==> src/rtl/sccb_target.sv <==
// SCCB target (camera-side responder): oversampled bus decode, 3-phase write,
// 2-phase write/read, small register file with PID/VER read-only IDs.
module sccb_target #(
    parameter logic [6:0]  DEV_ID    = 7'h21,
    parameter int unsigned REG_COUNT = 32,
    parameter logic [7:0]  PID_VAL   = 8'h76,
    parameter logic [7:0]  VER_VAL   = 8'h73,
    parameter bit          DRIVE_ACK = 1'b1
) (
    input  logic       PCLK,
    input  logic       PRESETN,
    input  logic       sioc_in,
    input  logic       siod_in,
    output logic       siod_oe,
    output logic       wr_strobe,
    output logic [7:0] wr_addr,
    output logic [7:0] wr_data,
    output logic       soft_rst,
    output logic       busy,
    output logic       err
);
    localparam int unsigned AW = (REG_COUNT > 1) ? $clog2(REG_COUNT) : 1;

    localparam logic [2:0] S_IDLE      = 3'd0;
    localparam logic [2:0] S_ID        = 3'd1;
    localparam logic [2:0] S_SUB       = 3'd2;
    localparam logic [2:0] S_WDATA     = 3'd3;
    localparam logic [2:0] S_RDATA     = 3'd4;
    localparam logic [2:0] S_RNA       = 3'd5;
    localparam logic [2:0] S_WAIT_STOP = 3'd6;

    // [0],[1] synchronizer, [2] history for edge detection
    logic [2:0] sioc_q, siod_q;

    logic [2:0] state_q, state_d;
    logic [3:0] bit_cnt_q, bit_cnt_d;
    logic [7:0] shreg_q, shreg_d;
    logic [7:0] rd_ptr_q, rd_ptr_d;
    logic       oe_q, oe_d;
    logic       wr_strobe_q, wr_strobe_d;
    logic       soft_rst_q, soft_rst_d;
    logic       err_q, err_d;
    logic [7:0] wr_addr_q, wr_addr_d;
    logic [7:0] wr_data_q, wr_data_d;
    logic [7:0] regs_q [REG_COUNT];
    logic [7:0] regs_d [REG_COUNT];

    logic sioc_s, siod_s, sioc_rise, sioc_fall, start_det, stop_det;
    logic [7:0] rd_val;
    logic       ptr_rw;

    assign sioc_s    = sioc_q[1];
    assign siod_s    = siod_q[1];
    assign sioc_rise = sioc_s & ~sioc_q[2];
    assign sioc_fall = ~sioc_s & sioc_q[2];
    assign start_det = sioc_s & sioc_q[2] & siod_q[2] & ~siod_s;
    assign stop_det  = sioc_s & sioc_q[2] & ~siod_q[2] & siod_s;

    assign ptr_rw = (32'(rd_ptr_q) < REG_COUNT) && (rd_ptr_q != 8'h0A) && (rd_ptr_q != 8'h0B);

    always_comb begin
        rd_val = 8'h00;
        if (rd_ptr_q == 8'h0A)                rd_val = PID_VAL;
        else if (rd_ptr_q == 8'h0B)           rd_val = VER_VAL;
        else if (32'(rd_ptr_q) < REG_COUNT)   rd_val = regs_q[rd_ptr_q[AW-1:0]];
    end

    always_comb begin
        state_d     = state_q;
        bit_cnt_d   = bit_cnt_q;
        shreg_d     = shreg_q;
        rd_ptr_d    = rd_ptr_q;
        oe_d        = oe_q;
        regs_d      = regs_q;
        wr_addr_d   = wr_addr_q;
        wr_data_d   = wr_data_q;
        wr_strobe_d = 1'b0;
        soft_rst_d  = 1'b0;
        err_d       = 1'b0;
        if (start_det) begin
            state_d   = S_ID;
            bit_cnt_d = 4'd0;
            oe_d      = 1'b0;
        end else if (stop_det) begin
            state_d   = S_IDLE;
            bit_cnt_d = 4'd0;
            oe_d      = 1'b0;
            // The STOP's own sioc high samples one bit, so WDATA with <=1 bit is a 2-phase write.
            if ((state_q == S_ID) || (state_q == S_SUB) || (state_q == S_RDATA) ||
                ((state_q == S_WDATA) && (bit_cnt_q > 4'd1)))
                err_d = 1'b1;
        end else if (sioc_rise) begin
            case (state_q)
                S_ID, S_SUB, S_WDATA: begin
                    if (bit_cnt_q != 4'd8) begin
                        shreg_d   = {shreg_q[6:0], siod_s};
                        bit_cnt_d = bit_cnt_q + 4'd1;
                        if ((state_q == S_ID) && (bit_cnt_q == 4'd7) && (shreg_d[7:1] != DEV_ID))
                            state_d = S_WAIT_STOP;
                    end else begin
                        bit_cnt_d = 4'd0;
                        if (state_q == S_ID) begin
                            if (shreg_q[0]) begin
                                state_d = S_RDATA;
                                shreg_d = rd_val;
                            end else begin
                                state_d = S_SUB;
                            end
                        end else if (state_q == S_SUB) begin
                            rd_ptr_d = shreg_q;
                            state_d  = S_WDATA;
                        end else begin
                            wr_strobe_d = 1'b1;
                            wr_addr_d   = rd_ptr_q;
                            wr_data_d   = shreg_q;
                            if (ptr_rw) regs_d[rd_ptr_q[AW-1:0]] = shreg_q;
                            if ((rd_ptr_q == 8'h12) && shreg_q[7]) begin
                                soft_rst_d = 1'b1;
                                for (int unsigned i = 0; i < REG_COUNT; i++) regs_d[i] = 8'h00;
                            end
                            state_d = S_WAIT_STOP;
                        end
                    end
                end
                S_RDATA: begin
                    if (bit_cnt_q != 4'd8) begin
                        shreg_d   = {shreg_q[6:0], siod_s};
                        bit_cnt_d = bit_cnt_q + 4'd1;
                    end
                end
                S_RNA:   state_d = S_WAIT_STOP;
                default: ;
            endcase
        end else if (sioc_fall) begin
            case (state_q)
                S_ID, S_SUB, S_WDATA: oe_d = (bit_cnt_q == 4'd8) && DRIVE_ACK;
                S_RDATA: begin
                    if (bit_cnt_q == 4'd8) begin
                        oe_d    = 1'b0;
                        state_d = S_RNA;
                    end else begin
                        oe_d = ~shreg_q[7];
                    end
                end
                default: oe_d = 1'b0;
            endcase
        end
    end

    always_ff @(posedge PCLK or negedge PRESETN) begin
        if (!PRESETN) begin
            sioc_q      <= 3'b111;
            siod_q      <= 3'b111;
            state_q     <= S_IDLE;
            bit_cnt_q   <= 4'd0;
            shreg_q     <= 8'h00;
            rd_ptr_q    <= 8'h00;
            oe_q        <= 1'b0;
            wr_strobe_q <= 1'b0;
            soft_rst_q  <= 1'b0;
            err_q       <= 1'b0;
            wr_addr_q   <= 8'h00;
            wr_data_q   <= 8'h00;
            for (int unsigned i = 0; i < REG_COUNT; i++) regs_q[i] <= 8'h00;
        end else begin
            sioc_q      <= {sioc_q[1:0], sioc_in};
            siod_q      <= {siod_q[1:0], siod_in};
            state_q     <= state_d;
            bit_cnt_q   <= bit_cnt_d;
            shreg_q     <= shreg_d;
            rd_ptr_q    <= rd_ptr_d;
            oe_q        <= oe_d;
            wr_strobe_q <= wr_strobe_d;
            soft_rst_q  <= soft_rst_d;
            err_q       <= err_d;
            wr_addr_q   <= wr_addr_d;
            wr_data_q   <= wr_data_d;
            regs_q      <= regs_d;
        end
    end

    assign siod_oe   = oe_q;
    assign wr_strobe = wr_strobe_q;
    assign soft_rst  = soft_rst_q;
    assign err       = err_q;
    assign wr_addr   = wr_addr_q;
    assign wr_data   = wr_data_q;
    assign busy      = (state_q != S_IDLE);
endmodule

==> config.mk <==
export PLATFORM = sky130hd
export DESIGN_NAME = sccb_target
export DESIGN_NICKNAME = d
export VERILOG_FILES = /design/src/rtl/sccb_target.sv
export SDC_FILE = /design/constraint.sdc
export NUM_CORES = 1
export LEC_CHECK = 0
export BUFFER_PORTS_ARGS = -buffer_cell sky130_fd_sc_hd__clkbuf_2
export CORE_MARGIN = 2
export CORE_UTILIZATION = 55
export CTS_CLUSTER_DIAMETER = 50
export DETAILED_ROUTE_END_ITERATION = 6
export PLACE_DENSITY = 0.81
export SETUP_SLACK_MARGIN = 0.2
export SYNTH_ARGS = -nofsm -noshare
export SYNTH_HDL_FRONTEND = slang
export SYNTH_SLANG_ARGS = --single-unit
==> constraint.sdc <==
create_clock -name PCLK -period 2.5 [get_ports PCLK]
set_input_delay 0.375 -clock PCLK [delete_from_list [all_inputs] [get_ports PCLK]]
set_output_delay 0.375 -clock PCLK [all_outputs]
set_load 0.01 [all_outputs]
==> results, run 1 <==
- The run finished, with violations left.
- The checks that failed: design-rule violations.
- The number of antenna diodes is 0.
- The half-perimeter wire length of the detailed placement result is 26200 um.
- The clock latency of the later-clocked register in the worst-skew pair is 0.57 ns.
- The synthesized netlist contains 63 unique library cells.
- The number of buffer and inverter stages on the critical path is 1.
- The minimum clock period after layout is 2.40 ns.
- After layout, the design draws a total of approximately 11 mW.
- After detailed routing, the number of vias per cell comes to 6.60.
- The adder-cell share of the synthesized area is 0.640%.
- The most common flop cell mapped by yosys is sky130_fd_sc_hd__dfrtp_1.
- The via count of the first global-routing pass came to about 11000.
- The fraction of registers with async set/reset is 100%.
- The tree built by TritonCTS fans out to 298 sinks.
- The power share of the clock group is 40.1%.
- Setup repair after global routing could not meet its margin everywhere.
- For this run, the slowest stage of the critical path takes 0.56 ns.
- In this run switching power makes up 28.7% of total power.
- The die span in x is between 150 and 200 um.
- The min-delay analysis places its worst path in the category input port to async pin.
- At the worst endpoint, the required time is 2.95 ns.
- For the worst setup path, the data arrival time is about 2.9 ns.
- Grouping stages by cell kind, the critical path spends the most delay in simple AND/OR/NAND/NOR gates.
- Counting the buffers created by CTS gives 31.
- The power dissipated by switching net loads is 3.18 mW.
- The max-slew headroom at the worst pin is 47.5%.
- The routability congestion estimate from global placement is 0.999.
- Setup slack closes at 0.102 ns.
- The maximum level of the CTS H-tree is 1.
- The commonest cells after synthesis are 292 x sky130_fd_sc_hd__dfrtp_1, 291 x sky130_fd_sc_hd__nand2_1, 210 x sky130_fd_sc_hd__o21ai_0, 62 x sky130_fd_sc_hd__o21ai_1, 59 x sky130_fd_sc_hd__nor2_1.
- Clock-pin slew was measured on the worst setup and hold paths at 0.06 ns.
- For this run, the number of Yosys warnings is 0.
- In this run the vertical extent of the chip is roughly 160 um.
- By area the synthesized netlist is led by sky130_fd_sc_hd__dfrtp_1 53%, sky130_fd_sc_hd__nand2_1 8.0%, sky130_fd_sc_hd__o21ai_0 7.7%, sky130_fd_sc_hd__mux4_2 5.9%, sky130_fd_sc_hd__mux2_2 3.3%.
- On the critical path, the stage with the largest delay is an instance of sky130_fd_sc_hd__or4_1.
- For this run, design rule violations remaining after detail routing come to 26.
- Row generation in the floorplan step produced 57 rows.
- The tree is rooted in a sky130_fd_sc_hd__clkbuf_16.
- The cell area that synthesis handed to floorplanning was 13700 um2.
- The cell with the most instances after synthesis is sky130_fd_sc_hd__dfrtp_1.
- Global routing finished with a remaining overflow of 0.
- In the finished design, the share of the clock period the worst path needs comes to 95.9%.
- The synthesized design devotes to its leading area cell type a little over half of total area.
- The post-synthesis simple-gate area fraction is 14.7%.
- The buffer depth of the longest clock path is 3.
- The fraction of final layout cells sized beyond drive strength 1 is ~25%.
- The critical path runs through a total of 7 cells.
- The sequential share of power is a little under half.
- The die covers 26100 um2.
- Entering global routing, the biggest net connects 74 pins.
- The post-synth net total is approximately 1300.
- The final hold violation count is 0.
- Dividing the synthesized area by the synthesized cell count gives 10.3 um2.
- The number of antenna violations at the first check in global routing is 0.
- In this run, the combinational gates consume 13.9% of the power.
- During I/O placement, the number of pins put on the boundary was 25.
- The number of standard cells after synthesis is 1322.
- The synthesized design contains 0 enable-type register cells.
- The tool flagged a number of max-cap violations equal to 0.
- The core box area is between 20000 and 25000 um2.
- The final net count is 1406.
- The total via count in the routed design is 11500.
- The post-detailed-route wirelength per cell is 23.4 um.
- The first-pass GRT wire length is between 60000 and 70000 um.
- In this run the cell area measured after placement is 14500 um2.
- The share of the Yosys chip area taken by registers is ~55%.
- By area, the combinational part of the netlist is dominated by compound AO/OA/AOI/OAI gates.
- Of all nets on the critical path, the largest fanout is 14.
- The number of detailed-routing iterations run before antenna repair is 7.
- The power density of the placed cells is 683 nW/um2.
- The wire length after detailed routing is slightly above 40000 um.
- The number of setup violations in the final report is 0.
- The synthesized flop and latch total is between 200 and 300.
- Between clock sinks in the finished design, the worst skew comes to 0.0156 ns.
- The count of placed standard cells in the final layout, fillers left out is 1743.
- For the worst flop-to-flop path, the logic depth is 7.
- The area growth from synthesis to layout is 18.6%.
- The effective utilization at floorplan is 56.1%.
- The slew at the pin closest to its max-slew limit is 0.781 ns.
- The worst setup path is captured at a flip-flop.
- The final instance area is 16200 um2.
- Multiplexer cells account for approximately an eighth of the synthesized area.
- The maximum VDD drop is approximately 0.00060 V.
- The peak clock frequency supported by timing is 0.417 GHz.
- Walking the worst path, the cells encountered are buf_6 > mux2i_1 > o22ai_1 > or4_1 > nand4_1 > a31oi_1 > a21o_1.
- Including well taps, the total number of placed cells is 1662.
- Prior to clock tree synthesis, the placed netlist has a worst setup slack of -0.0839 ns.
- The synthesized netlist devotes 14.9% of its cell area to compound gates.
- The clock tree from TritonCTS is built.
- The overall track demand over capacity in global routing is a little under a third.
- The count of buffers added on input and output ports is 24.
- The critical path class is flip-flop to flip-flop.
- For this design the static power due to leakage is 7.01 nW.
- The kind of start point of the critical path is a flip-flop.
- The number of nets still failing antenna checks after routing is 0.
- The final-layout fill cell count is 1721.
- The count of pins over their slew limit is 0.
- The fraction of synthesized cell area in xor and xnor cells is less than 1%.
- Cell internal power was estimated by the tool at 7.90 mW.
- The cell taking the most area after synthesis is sky130_fd_sc_hd__dfrtp_1.
- The first routing iteration left 1738 violations.
-- metal layers --
layer	track usage (%)	up-vias	share of wire, %
met5	0	-	0
met4	15.8	0	6.0
met3	7.46	227	11
met2	47.5	776	46
met1	42.1	5673	38
li1	-	4821	-
-- per-stage QoR --
step	TNS [ns]	utilization (%)	hold WS, ns
after detailed placement	-2.32	59.5	0.347
after floorplan	0	-	0.0794
after CTS	0	64.5	0.355
after global routing	-0.0961	66.5	0.364
after global placement	0	59.5	0.346
final	0	66.5	0.356
-- path summary, 6_finish.rpt --
| kind | slack [ns] | to | start |
|---|---|---|---|
| max reg2reg | 0.10 | shreg_q[2] | rd_ptr_q[0] |
| max in group asynchronous | 1.30 | sioc_q[2] | PRESETN |
| min | 0.36 | regs_q[233] | PRESETN |
| min in group PCLK | 0.36 | sioc_q[1] | sioc_q[0] |
| max | 0.10 | shreg_q[2] | rd_ptr_q[0] |
| min reg2reg | 0.36 | sioc_q[1] | sioc_q[0] |
-- registers in the layout, indices dropped and copies added (netlist names), 3 cells and up --
| name | flops |
|---|---|
| bit_cnt_q | 4 |
| rd_ptr_q | 8 |
| regs_q | 249 |
| shreg_q | 8 |
| sioc_q | 3 |
| siod_q | 3 |
| state_q | 3 |
| wr_addr | 8 |
| wr_data | 8 |
-- cells in the final DEF, fill, tap and decap left out, drive strengths merged, types with 6 or more instances in the layout --
cell / synthesis / final
nor3: 14 / 14
a21oi: 16 / 16
nor4: 11 / 11
a22oi: 10 / 10
nor2: 61 / 61
a211oi: 7 / 7
o22ai: 14 / 14
clkbuf: 40 / 75
dfstp: 6 / 6
mux2i: 35 / 35
nand2b: 8 / 8
buf: 40 / 89
nor2b: 8 / 8
mux2: 40 / 40
nand3: 7 / 7
nand3b: 7 / 7
o21ai: 282 / 282
dfrtp: 292 / 292
ha: 7 / 7
and2: 12 / 12
mux4: 36 / 36
inv: 9 / 12
nand2: 301 / 301
nand4: 7 / 7
-- area by class of cell --
type,instances,area [um2],area share (%)
clock buffers,47,916,5.65
clock inverters,10,70.1,0.432
inverters,9,36.3,0.224
multi-input cells,935,6120,37.7
flip-flops and latches,298,7470,46.0
well taps,324,405,2.50
repair buffers,120,1200,7.43
-- power by group through the flow --
| stage | sequential [mW] | clock [mW] | combinational (mW) |
|---|---|---|---|
| 2_1_floorplan | 5.08 | 0 | 0.736 |
| 3_3_place_gp | 5.16 | 0 | 1.37 |
| 3_5_place_dp | 5.16 | 0 | 1.40 |
| 4_1_cts | 5.07 | 4.46 | 1.44 |
| 5_1_grt | 5.09 | 4.65 | 1.61 |
| 6_report | 5.09 | 4.44 | 1.54 |
-- kinds of logic after synthesis --
logic type / after synthesis
multiplexers: 111
adder cells (fa/ha/maj): 7
AND/OR/NAND/NOR: 454
buffers and inverters: 89
XOR/XNOR: 1
flip-flops: 298
AO/OA/AOI/OAI: 362
-- what timing repair did --
| action | 4_1_cts | 5_1_grt |
|---|---|---|
| setup endpoints to repair | 250 | 234 |
| endpoints found under the hold margin | 67 | 0 |
| pin swaps | 3 | 22 |
| resized for setup | 48 | 109 |
| cloned | 1 | 5 |
| hold buffers | 3 | 0 |
| setup buffers | 3 | 12 |
Power figures use the tool's default switching activity.
==> run 2: changes to the inputs <==
Settings changed: CORE_ASPECT_RATIO set to 0.75.
==> run 2 against run 1 <==
The flow now finishes without violations; routed wire length rose by 6.3%; largest cell class unchanged; non-clock buffer count is 33 higher; count of clock-buffer cells in the layout fell by 13.
==> results, run 2 (same netlist as run 1, synthesis figures left out) <==
- The maximum VDD drop is 0.000581 V (-3.3%).
- The worst hold slack came to 0.370 ns (+0.0143 ns).
- The effective utilization at floorplan is 56.5% (+0.40 points).
- The setup slack at placement is -0.0959 ns (-0.0121 ns).
- The overall track demand over capacity in global routing is 32.6% (+1.5 points).
- The period utilization is 96.6% (+0.66 points).
- The worst clock skew was 0.0177 ns (+0.00216 ns).
- The leakage power is 7.20 nW (+2.6%).
- The number of top-level design ports was 25 (unchanged).
- The area taken by multi-input logic gates is 6290 um2 (+2.8%).
- In this run the worst hold path is classified as flip-flop to flip-flop.
- The placed standard-cell area is 14600 um2 (+0.94%).
- The register ranked first by flip-flop count is regs_q.
- The maximum level of the CTS H-tree was 1 (unchanged).
- The wire length after detailed routing is 43300 um (+6.3%).
- The final-layout setup total negative slack is 0 ns (unchanged).
- The CTS buffer count is 29 (-6.5%).
- The max-slew headroom at the worst pin is 53.7% (+6.1 points).
- The number of flip-flops under the largest register name is 249 (unchanged).
- The core box area came to 24200 um2 (-0.71%).
- The worst hold path begins at sioc_q[0].
- The register cell area after layout came to 7470 um2 (about the same).
- The number of nets still failing antenna checks after routing is 0 (unchanged).
- Leaving out fill and tap cells, the most frequent cell in the layout is sky130_fd_sc_hd__dfrtp_1.
- The clock transition at the register clock pins on the worst setup and hold paths after CTS is 0.07 ns (about the same).
- The utilization of the core after routing is 69.3% (+2.8 points).
- The power density of the placed cells was 681 nW/um2 (-0.30%).
- The final instance area was 16800 um2 (+3.4%).
- The y dimension of the die came to 141 um (-13%).
- The clock net sink count came to 298 (unchanged).
- The buffer depth of the longest clock path came to 3 (unchanged).
- The slew at the pin closest to its max-slew limit is 0.695 ns (-0.0860 ns).
- The critical path class is flip-flop to flip-flop.
- The number of setup violations in the final report is 0 (unchanged).
- The total instance count after detailed placement is 1686 (+1.4%).
- The data arrival at the endpoint of the critical path came to 2.84 ns (about the same).
- The floorplan row count is 49 (-14%).
- The critical path ends at shreg_q[7].
- The maximum fanout along the worst path came to 14 (unchanged).
- The routability congestion estimate from global placement came to 0.989 (-0.98%).
- The required time of the worst setup path is 2.93 ns (-0.02 ns).
- The number of antenna diodes is 0 (unchanged).
- In the layout the commonest cells are 290 x sky130_fd_sc_hd__dfrtp_1, 269 x sky130_fd_sc_hd__nand2_1, 134 x sky130_fd_sc_hd__o21ai_0, 114 x sky130_fd_sc_hd__o21ai_1, 88 x sky130_fd_sc_hd__buf_4.
- The count of pins over their slew limit is 0 (unchanged).
- The total via count in the routed design is 11600 (+1.3%).
- The count of placed standard cells in the final layout, fillers left out is 1779 (+2.1%).
- The worst register-to-register path begins at rd_ptr_q[0].
- The clock latency of the later-clocked register in the worst-skew pair is 0.56 ns (about the same).
- The post-detailed-route wirelength per cell is 24.4 um (+4.1%).
- The fraction of final layout cells sized beyond drive strength 1 was 27.0% (+1.8 points).
- The total grt overflow is 0 (unchanged).
- The peak clock frequency supported by timing was 0.414 GHz (-0.68%).
- The worst-case setup margin in the final layout was 0.0859 ns (-0.0165 ns).
- The via count of the first global-routing pass came to 11300 (-0.74%).
- The final net count is 1437 (+2.2%).
- The number of detailed-routing iterations run before antenna repair was 5 (-2).
- The detailed-route vias per instance is 6.55 (-0.73%).
- The critical path starts at rd_ptr_q[0].
- The area growth from synthesis to layout is 22.7%.
- The floorplan die area is 26200 um2 (about the same).
- The tree is rooted in a sky130_fd_sc_hd__clkbuf_16.
- The half-perimeter wire length of the detailed placement result was 27700 um (+5.5%).
- The final-layout fill cell count came to 1635 (-5.0%).
- The reg-to-reg endpoint is shreg_q[7].
- The final hold violation count is 0 (unchanged).
- The violation count after the first detailed-routing iteration is 1593 (-8.3%).
- Setup repair after global routing could not meet its margin everywhere.
- The flow ran to the end, and the final reports show no timing, DRC or antenna violations.
- The number of remaining DRC errors was 0 (-100%).
- The maximum number of pins on one net before global-route repair is 87 (+18%).
- The type of element capturing the critical path is a flip-flop.
- The die span in x is 186 um (+15%).
- The minimum clock period after layout is 2.41 ns (+0.0165 ns).
- TritonCTS built the clock tree.
- The first-pass GRT wire length came to 64800 um (+2.1%).
- The max-cap check violation count is 0 (unchanged).
- The total power is 11.4 mW (+3.1%).
- The register-to-register path setup slack was 0.09 ns (-0.02 ns).
- The number of buffers inserted by port buffering was 24 (unchanged).
- The path depth of the worst reg2reg path is 7 (unchanged).
- The worst setup path is launched from a flip-flop.
- The number of antenna violations at the first check in global routing came to 0 (unchanged).
## run 2: cell types whose count changed in the layout (fill, tap and decap cells not counted), sizes merged
cell and delta:
clkinvlp +2, clkinv +1, clkbuf -13, buf +33
inv +1, bufinv +5
## run 2: cell type report
cell class                 count  area share, %
clock inverter                19           1.48
clock buffer                  34           4.68
sequential                   298           44.5
tap                          331           2.47
inverter                       9          0.201
timing repair buffer         153           9.15
multi-input combinational    935           37.5
## run 2: worst max-delay path, cell delays in order, from the launching register on
cell,delay (ns)
sky130_fd_sc_hd__dfrtp_4,0.50
sky130_fd_sc_hd__buf_12,0.18
sky130_fd_sc_hd__buf_4,0.13
sky130_fd_sc_hd__mux4_2,0.53
sky130_fd_sc_hd__a22oi_1,0.31
sky130_fd_sc_hd__nand4_1,0.20
sky130_fd_sc_hd__a32oi_2,0.31
sky130_fd_sc_hd__a21oi_1,0.10
## run 2: layer usage
| layer | vias up | global-route usage, % | routed length [um] |
|---|---|---|---|
| met5 | - | 0 | 0 |
| met4 | 0 | 11.1 | 1900 |
| met3 | 183 | 10.8 | 5620 |
| met2 | 797 | 47.2 | 18700 |
| met1 | 5792 | 46.4 | 17100 |
| li1 | 4877 | - | - |
## run 2: report_power, final
group | total (mW) | leakage [nW] | internal (mW) | switching [mW]
clock network | 4.75 | 0.502 | 2.78 | 1.97
registers | 5.03 | 4.12 | 4.91 | 0.121
logic | 1.63 | 2.58 | 0.466 | 1.16
## run 2: worst min-delay path by stage
stage	endpoint	slack, ns	cells after the start
6_report	sioc_q[1]	0.37	0
5_1_grt	sioc_q[1]	0.37	0
4_1_cts	sioc_q[1]	0.36	0
3_5_place_dp	sioc_q[1]	0.35	0
3_3_place_gp	sioc_q[1]	0.35	0
2_1_floorplan	bit_cnt_q[0]	0.08	0
## run 2: what timing repair did
item,4_1_cts,5_1_grt
gates resized for setup,58,150
endpoints found under the hold margin,80,0
cloned,2,8
buffers inserted,13,14
setup endpoints to repair,243,241
pin swaps,14,66
hold buffers,3,0
==> run 3: changes to the inputs <==
Settings changed: GPL_TIMING_DRIVEN set to 0.
==> run 3 against run 2 <==
Setup slack lost 0.058 ns; critical path depth grew 1; first-iteration DRC count shrank 2.6%; largest cell class unchanged; combinational power grew 13%; critical path type unchanged; sequential power is essentially flat; sequential share of layout area shrank 1.4 points.
==> results, run 3 (same netlist as run 1, synthesis figures left out) <==
- The flow ran to the end, and the final reports show no timing, DRC or antenna violations.
- The peak clock frequency supported by timing is 0.405 GHz (-2.3%).
- The floorplan row count came to 49 (unchanged).
- The fraction of final layout cells sized beyond drive strength 1 is 31.6% (+4.6 points).
- The post-detailed-route wirelength per cell is 27.5 um (+13%).
- The power density of the placed cells was 682 nW/um2 (+0.20%).
- In this run the critical register-to-register path is captured at shreg_q[0].
- The final net count is 1440 (+0.21%).
- The number of nets still failing antenna checks after routing came to 0 (unchanged).
- The max-cap check violation count is 0 (unchanged).
- The total instance count after detailed placement came to 1680 (-0.36%).
- The maximum number of pins on one net before global-route repair is 116 (+33%).
- The clock transition at the register clock pins on the worst setup and hold paths after CTS is 0.07 ns (about the same).
- The maximum fanout along the worst path is 10 (-4).
- More flip-flops sit in one register than any other, and that register is regs_q.
- The required time of the worst setup path came to 2.95 ns (+0.02 ns).
- The number of antenna violations at the first check in global routing is 0 (unchanged).
- The number of setup violations in the final report came to 0 (unchanged).
- Setup repair after global routing could not meet its margin everywhere.
- The count of placed standard cells in the final layout, fillers left out is 1785 (+0.34%).
- The via count of the first global-routing pass is 11100 (-0.93%).
- The core box area is 24200 um2 (unchanged).
- The final-layout setup total negative slack is 0 ns (unchanged).
- The clock net sink count was 298 (unchanged).
- The effective utilization at floorplan is 56.5% (unchanged).
- The number of flip-flops under the largest register name is 249 (unchanged).
- The first-pass GRT wire length came to 70900 um (+9.3%).
- The register-to-register path setup slack came to 0.03 ns (-0.06 ns).
- The number of buffers inserted by port buffering is 24 (unchanged).
- The max-slew headroom at the worst pin came to 54.2% (+0.54 points).
- The routability congestion estimate from global placement is 1.01 (+2.2%).
- The total via count in the routed design is 11900 (+1.8%).
- The clock tree from TritonCTS is built.
- The violation count after the first detailed-routing iteration is 1552 (-2.6%).
- The critical path is of the flip-flop to flip-flop type.
- The count of pins over their slew limit is 0 (unchanged).
- The number of cells on the worst hold path is 0 (unchanged).
- The minimum clock period after layout is 2.47 ns (+0.0578 ns).
- The y dimension of the die is 141 um (unchanged).
- The worst clock skew is 0.0211 ns (+0.00335 ns).
- The wire length after detailed routing is 49100 um (+13%).
- The overall track demand over capacity in global routing is 37.1% (+4.5 points).
- The clock latency of the later-clocked register in the worst-skew pair is 0.59 ns (+0.03 ns).
- The final hold violation count came to 0 (unchanged).
- The destination of the worst hold path is siod_q[1].
- The data arrival at the endpoint of the critical path came to 2.92 ns (+0.08 ns).
- The CTS buffer count was 31 (+6.9%).
- The number of top-level design ports is 25 (unchanged).
- The period utilization is 98.9% (+2.3 points).
- The die span in x is 186 um (unchanged).
- In this run the most critical hold path is launched from siod_q[0].
- The slew at the pin closest to its max-slew limit was 0.683 ns (-0.0119 ns).
- The number of detailed-routing iterations run before antenna repair is 7 (+2).
- The buffer depth of the longest clock path was 3 (unchanged).
- The leakage power is 7.47 nW (+3.8%).
- The kind of start point of the critical path is a flip-flop.
- The half-perimeter wire length of the detailed placement result is 31500 um (+14%).
- The worst register-to-register path begins at rd_ptr_q[3].
- The area growth from synthesis to layout is 26.8%.
- The type of element capturing the critical path is a flip-flop.
- The total grt overflow is 0 (unchanged).
- The total power was 11.8 mW (+3.5%).
- In the layout the commonest cells are 289 x sky130_fd_sc_hd__dfrtp_1, 256 x sky130_fd_sc_hd__nand2_1, 137 x sky130_fd_sc_hd__o21ai_1, 72 x sky130_fd_sc_hd__o21ai_0, 55 x sky130_fd_sc_hd__nor2_1.
- The number of remaining DRC errors is 0 (unchanged).
- The final-layout fill cell count came to 1699 (+3.9%).
- The floorplan die area is 26200 um2 (unchanged).
- The most frequent standard cell in the layout excluding fill and tap cells is sky130_fd_sc_hd__dfrtp_1.
- The number of antenna diodes was 0 (unchanged).
- The detailed-route vias per instance is 6.64 (+1.4%).
- The maximum VDD drop was 0.000577 V (-0.72%).
- The min-delay analysis places its worst path in the category flip-flop to flip-flop.
- The path depth of the worst reg2reg path is 8 (+1).
- The maximum level of the CTS H-tree is 1 (unchanged).
- The root buffer cell is sky130_fd_sc_hd__clkbuf_16.
run 3: cell count changes in the layout (fill, tap and decap cells not counted), moves of 10 or more:
cell / delta
sky130_fd_sc_hd__o21ai_2: +40
sky130_fd_sc_hd__clkbuf_1: +11
sky130_fd_sc_hd__buf_4: -48
sky130_fd_sc_hd__o21ai_1: +23
sky130_fd_sc_hd__nand2_1: -13
sky130_fd_sc_hd__buf_6: +10
sky130_fd_sc_hd__o21ai_0: -62
sky130_fd_sc_hd__mux2i_1: -11
run 3: how the worst max path moves through the flow:
stage	from	end	slack (ns)	cells after the start
finish	rd_ptr_q[3]	shreg_q[0]	0.03	8
global route	bit_cnt_q[1]	regs_q[122]	0.02	12
CTS	sioc_q[1]	regs_q[101]	0.11	10
detailed placement	rd_ptr_q[1]	shreg_q[0]	-0.70	7
global placement	PRESETN	regs_q[110]	-5.04	1
floorplan	sioc_q[1]	regs_q[47]	0.32	11
run 3: per-stage QoR:
| stage | utilization, % | cell area, um2 | hold slack (ns) | setup slack (ns) |
|---|---|---|---|---|
| CTS | 67.8 | 16400 | 0.362 | 0.109 |
| floorplan | - | 13700 | 0.0794 | 0.321 |
| detailed placement | 59.1 | 14300 | 0.347 | -0.701 |
| global placement | 58.7 | 14200 | 0.346 | -5.04 |
| global route | 71.6 | 17300 | 0.365 | 0.0236 |
| finish | 71.6 | 17300 | 0.360 | 0.0281 |
run 3: final cells by class:
type                    count  area [um2]  area share [%]
repair buffers             75         782            4.51
inverters                   9        38.8           0.224
well taps                 331         414            2.39
plain buffers              79         831            4.79
multi-input cells         935        6720            38.8
clock inverters            14         195            1.13
flip-flops and latches    298        7470            43.1
clock buffers              44         885            5.10
run 3: report_power, final:
group | leakage, nW | internal [mW] | switching (mW)
logic | 2.82 | 0.567 | 1.28
registers | 4.12 | 4.91 | 0.151
clock network | 0.530 | 2.89 | 2.02
total | 7.47 | 8.37 | 3.45
run 3: worst max-delay path, stage by stage, from the launching register on:
cell                        delay [ns]
sky130_fd_sc_hd__dfrtp_2          0.46
sky130_fd_sc_hd__clkbuf_2         0.26
sky130_fd_sc_hd__and3_1           0.20
sky130_fd_sc_hd__clkbuf_1         0.30
sky130_fd_sc_hd__a22o_1           0.35
sky130_fd_sc_hd__a221oi_4         0.30
sky130_fd_sc_hd__nand4_1          0.20
sky130_fd_sc_hd__o211ai_1         0.17
sky130_fd_sc_hd__a2bb2oi_1        0.10
run 3: what timing repair did:
item | CTS | global route
resized for setup | 265 | 245
pin swaps | 74 | 65
endpoints found under the hold margin | 111 | 0
hold buffers | 3 | 0
endpoints found under the setup margin | 279 | 284
buffers inserted | 16 | 21
gates cloned | 3 | 5
run 3: layer usage:
metal	GRT usage, %	wire [um]
met1	55.6	19700
met2	51.6	20800
met3	11.2	6270
met4	12.3	2340
met5	0	0
